<file path="src/rtl/instr_cache.sv">
// ---------------------------------------------------------------------------
// instr_cache
//   Direct-mapped, read-only instruction cache. It sits between the PC and
//   instruction memory. A hit returns the word in the same cycle. A miss
//   stalls the front end while a full 128-bit line is refilled. The block
//   also keeps hit and miss counters for performance reporting.
//
// Ports
//   clk, reset                 clock, synchronous active-high reset
//   is_input_valid, addr       fetch request (byte address, bits [1:0] unused)
//   dout, is_hit, cache_stall  combinational lookup result / pipeline hold
//   mem_req, mem_addr, mem_gnt refill request handshake (line aligned)
//   mem_rvalid, mem_rdata      refill response, whole line in one beat
//   hit_count, miss_count      free-running performance counters
// ---------------------------------------------------------------------------
module instr_cache #(
   parameter int NUM_LINES  = 16,
   parameter int LINE_WORDS = 4
) (
   input  logic                       clk,
   input  logic                       reset,
   input  logic                       is_input_valid,
   input  logic [31:0]                addr,
   output logic [31:0]                dout,
   output logic                       is_hit,
   output logic                       cache_stall,
   output logic                       mem_req,
   output logic [31:0]                mem_addr,
   input  logic                       mem_gnt,
   input  logic                       mem_rvalid,
   input  logic [LINE_WORDS*32-1:0]   mem_rdata,
   output logic [31:0]                hit_count,
   output logic [31:0]                miss_count
);

   localparam int IDX_W = $clog2(NUM_LINES);
   localparam int TAG_W = 28 - IDX_W;

   typedef enum logic [1:0] {IDLE, REQ, WAIT, FILL} state_t;
   typedef logic [LINE_WORDS-1:0][31:0] line_t;

   state_t               state_q, state_d;
   logic [NUM_LINES-1:0] valid_q, valid_d;
   logic [TAG_W-1:0]     tag_q  [NUM_LINES];
   logic [TAG_W-1:0]     tag_d  [NUM_LINES];
   line_t                data_q [NUM_LINES];
   line_t                data_d [NUM_LINES];
   logic [TAG_W-1:0]     miss_tag_q, miss_tag_d;
   logic [IDX_W-1:0]     miss_idx_q, miss_idx_d;
   line_t                line_q, line_d;
   logic [31:0]          hit_count_q, hit_count_d;
   logic [31:0]          miss_count_q, miss_count_d;

   logic [TAG_W-1:0]     addr_tag;
   logic [IDX_W-1:0]     addr_idx;
   logic [1:0]           addr_wsel;
   logic                 lookup_hit;
   logic                 lookup_miss;
   logic                 addr_unused;

   assign addr_tag    = addr[31:4+IDX_W];
   assign addr_idx    = addr[3+IDX_W:4];
   assign addr_wsel   = addr[3:2];
   assign addr_unused = ^addr[1:0];

   // Lookup is only enabled in IDLE; every other state reports a stall.
   assign lookup_hit  = (state_q == IDLE) && is_input_valid && valid_q[addr_idx] &&
                        (tag_q[addr_idx] == addr_tag);
   assign lookup_miss = (state_q == IDLE) && is_input_valid && !lookup_hit;

   // ---------------- FSM: state register ----------------
   always_ff @(posedge clk) begin
      if (reset) state_q <= IDLE;
      else       state_q <= state_d;
   end

   // ---------------- FSM: next state ----------------
   always_comb begin
      state_d = state_q;
      case (state_q)
         IDLE:    if (lookup_miss) state_d = REQ;
         REQ:     if (mem_gnt)     state_d = WAIT;
         WAIT:    if (mem_rvalid)  state_d = FILL;
         FILL:                     state_d = IDLE;
         default:                  state_d = IDLE;
      endcase
   end

   // ---------------- FSM: outputs ----------------
   always_comb begin
      is_hit      = lookup_hit;
      dout        = lookup_hit ? data_q[addr_idx][addr_wsel] : 32'd0;
      cache_stall = (state_q != IDLE) || lookup_miss;
      mem_req     = (state_q == REQ);
   end

   assign mem_addr   = {miss_tag_q, miss_idx_q, 4'b0000};
   assign hit_count  = hit_count_q;
   assign miss_count = miss_count_q;

   // ---------------- datapath next values ----------------
   always_comb begin
      valid_d      = valid_q;
      tag_d        = tag_q;
      data_d       = data_q;
      miss_tag_d   = miss_tag_q;
      miss_idx_d   = miss_idx_q;
      line_d       = line_q;
      hit_count_d  = hit_count_q + {31'd0, lookup_hit};
      miss_count_d = miss_count_q + {31'd0, lookup_miss};
      // Refill address is captured once; later addr changes are ignored.
      if (lookup_miss) begin
         miss_tag_d = addr_tag;
         miss_idx_d = addr_idx;
      end
      // Line is captured only in WAIT, so a stale response is dropped.
      if (state_q == WAIT && mem_rvalid) line_d = mem_rdata;
      if (state_q == FILL) begin
         valid_d[miss_idx_q] = 1'b1;
         tag_d[miss_idx_q]   = miss_tag_q;
         data_d[miss_idx_q]  = line_q;
      end
   end

   // Control state, valid bits and counters: reset clears them.
   always_ff @(posedge clk) begin
      if (reset) begin
         valid_q      <= '0;
         hit_count_q  <= '0;
         miss_count_q <= '0;
      end else begin
         valid_q      <= valid_d;
         hit_count_q  <= hit_count_d;
         miss_count_q <= miss_count_d;
      end
   end

   // Tag, data and miss-capture storage: no reset is needed. The valid bits
   // alone decide whether a line can be used.
   always_ff @(posedge clk) begin
      miss_tag_q <= miss_tag_d;
      miss_idx_q <= miss_idx_d;
      line_q     <= line_d;
      for (int i = 0; i < NUM_LINES; i++) begin
         tag_q[i]  <= tag_d[i];
         data_q[i] <= data_d[i];
      end
   end

endmodule
</file>
<file path="config.mk">
export PLATFORM = sky130hd
export DESIGN_NAME = instr_cache
export DESIGN_NICKNAME = d
export VERILOG_FILES = /design/src/rtl/instr_cache.sv
export SDC_FILE = /design/constraint.sdc
export NUM_CORES = 2
export LEC_CHECK = 0
export ABC_AREA = 1
export BUFFER_PORTS_ARGS = -buffer_cell sky130_fd_sc_hd__buf_2
export CORE_ASPECT_RATIO = 1.25
export CORE_MARGIN = 1
export CORE_UTILIZATION = 30
export CTS_CLUSTER_DIAMETER = 40
export DETAILED_ROUTE_END_ITERATION = 12
export PLACE_DENSITY = 0.46
export SYNTH_ARGS = -nofsm -noshare
export SYNTH_HDL_FRONTEND = slang
export SYNTH_SLANG_ARGS = --single-unit
</file>
<file path="constraint.sdc">
create_clock -name clk -period 15.5 [get_ports clk]
set_clock_uncertainty 0.15 [all_clocks]
set_input_delay 1.55 -clock clk [delete_from_list [all_inputs] [get_ports clk]]
set_output_delay 1.55 -clock clk [all_outputs]
set_load 0.01 [all_outputs]
</file>
==> run_results.csv <==
group,metric,value,unit
outcome,status,"finished, final reports clean",
timing,rsz0062_at_grt,"no",
yosys,synth_top_area_share,74.1,%
pwr,p_per_area,149,mW/mm^2
yosys,async_flop_share,0,%
layout,drive_above_1_share,13.3,%
clock_tree,cts_buffers,410,
worst_setup_path,crit_path_end_kind,"output port",
yosys,avgSynthCellArea,13.2,um^2
place,gp_routability_congestion,0.734,
routing,remaining_drc_errors,0,
yosys,ys_warn_count,0,
yosys,synthesis.instances,7924,
place,dp_hpwl,163,mm
floorplanning,die_h,663,um
timing,slew_headroom,11.5,%
worst_setup_path,critical_path_class,"input pin to output port",
global_route,antenna_found_initial,20,
routing,ant_nets,0,
routing,finalWirelength,331,mm
layout,final_area,0.125,mm^2
global_route,grtUsageTotal,18.3,%
yosys,synth_edf_count,2588,
timing,fin_setup_tns,0,ps
clock_tree,hold_buffers,0,
yosys,synth.cell_area,0.105,mm^2
yosys,synth_most_common_cell,"edfxtp_1",
global_route,grt_start_max_net_pins,233,
timing,worst_pin_slew,1330,ps
global_route,grt_pass1_wl,473,mm
flow_run,drv_cap,0,
worst_setup_path,startpoint_type,"input pin",
global_route,grt_overflow,0,
routing,wl_per_cell,25.0,um
layout,post-route-util,36.0,%
place,io_buffer_count,289,
clock_tree,cts_tree,"built",
pwr,ir_worst_vdd,0.0953,mV
yosys,yosysSeqAreaShare,75.7,%
yosys,yosys-top-cells-area,"edfxtp_1 74%, nand2_1 5.4%, o21ai_0 2.8%, nor2_1 2.4%, a21oi_1 2.3%",
yosys,yosys.area.top_type,"edfxtp_1",
layout,area_delta_synth_final,19.2,%
routing,via_count,67622,
place,pre_cts_slack,6860,ps
hold_path,min_path_cells,1,
timing,finalHoldViolations,0,
clock_tree,post_cts_resized,0,
floorplanning,die_w,531,um
clock_tree,clock-sinks,2670,
timing,finalCritPeriodShare,56.3,%
clock_tree,clk_latency,940,ps
floorplanning,row_count,242,
worst_setup_path,critPathArrivalTime,7030,ps
floorplanning,die-area,0.352,mm^2
worst_setup_path,cp_max_fo,129,
timing,max_freq,115,MHz
yosys,ys_seq_elements,2670,
floorplanning,core_area,0.348,mm^2
routing,vias_per_cell,5.12,
yosys,yosys-top-cells-count,"2588 x edfxtp_1, 1510 x nand2_1, 659 x nor2_1",
clock_tree,post_cts_buffers,0,
timing,period_needed,8730,ps
timing,slew_violations,0,
timing,timing.final.ws_setup,6770,ps
hold_path,hold_path.class,"flip-flop to flip-flop",
place,postPlaceCellArea,0.111,mm^2
clock_tree,clk_pin_slew_worst_paths,50,ps
worst_setup_path,crit_required,13800,ps
pwr,power_leakage,42.0,nW
yosys,ys_types,49,
worst_setup_path,r2r_cells,28,
clock_tree,ctsRootBufferMaster,"clkbuf_16",
clock_tree,clockBufferDepth,4,
pwr,power,18.6,mW
floorplanning,start_util,30.2,%
floorplanning,pin_count,296,
routing,drtIter0Drc,5594,
yosys,ys.flop_type,"edfxtp_1",
global_route,grt_pass1_vias,66666,
layout,nets,8388,
clock_tree,htreeDepth,5,
routing,dr.pass1.iters,5,
timing,finalSetupViolCount,0,
[worst max-delay path, stage by stage]
cell	delay (ps)
buf_8	460
buf_4	830
buf_4	830
buf_4	730
buf_12	520
a21oi_1	130
a221o_1	340
o211ai_1	90
o311ai_0	170
buf_4	220
o211ai_1	150
and3_1	350
buf_2	200
[through the flow]
stage          instances  hold WS [ps]
6_report           13207           314
5_1_grt            13199           338
3_3_place_gp       12438           300
2_1_floorplan       7927           290
4_1_cts            13196           316
3_5_place_dp       12438           305
[cell usage in the layout (no fill, tap or decap), types with 27 or more instances in the layout]
cell type and count:
a32o_1 102, clkinv_4 37, clkinv_1 51, clkinvlp_4 46, a21oi_1 483, buf_4 121, and3_1 33, o22ai_1 107
a221oi_1 132, inv_6 43, nor2_1 643, o221ai_1 138, dfxtp_1 82, nand2_1 1510, bufinv_16 53, nand3_1 437
clkbuf_1 27, inv_1 227, o211ai_1 99, o21ai_0 594, buf_2 284, clkinv_2 64, clkbuf_16 414, edfxtp_1 2588
[per-layer routing]
metal  share of wire (%)  wire, um  global-route usage (%)
met4                 2.8      9270                    5.48
met5              0.0039        13                       0
met2                  47    155000                    29.7
met3                 6.1     20200                    2.60
met1                  44    146000                    25.3
[worst paths after layout]
kind | from | end | slack [ps]
worst max register to register | tag_q[375] | hit_count[28] | 10210
worst min register to register | valid_q[12] | valid_q[12] | 310
worst max-delay path | addr[4] | dout[2] | 6770
worst min-delay path | valid_q[12] | valid_q[12] | 310
[flip-flops by register name, indices dropped and copies added (netlist names)]
signal and count:
data_q 2048, miss_idx_q 4, state_q 2, valid_q 16, line_q 128, tag_q 384, miss_tag_q 24, miss_count 32
hit_count 32
[kinds of logic after synthesis]
logic type,after synthesis,share of synthesized area [%]
AND/OR/NAND/NOR,2706,10.4
flip-flops,2670,75.7
AO/OA/AOI/OAI,1753,10.5
buffers and inverters,779,3.24
adder cells (fa/ha/maj),9,0.107
XOR/XNOR,6,0.0501
other,1,0.00358
[area by class of cell]
class	instances	area [um^2]
tap	4636	5800
clock buffer	443	10500
antenna	11	27.5
inverter	234	928
timing repair buffer	420	2610
multi-input combinational	4478	22300
fill	33558	223000
clock inverter	315	3530
sequential	2670	79400
[where the power goes]
group          switching [mW]  internal (mW)  leakage (nW)  total [mW]
combinational           0.687          0.230          11.3       0.917
clock                    3.48           5.83          6.75        9.30
sequential              0.204           8.20          24.0        8.40
total                    4.37           14.3          42.0        18.6
Note: power is estimated with default switching activity, not from simulation.
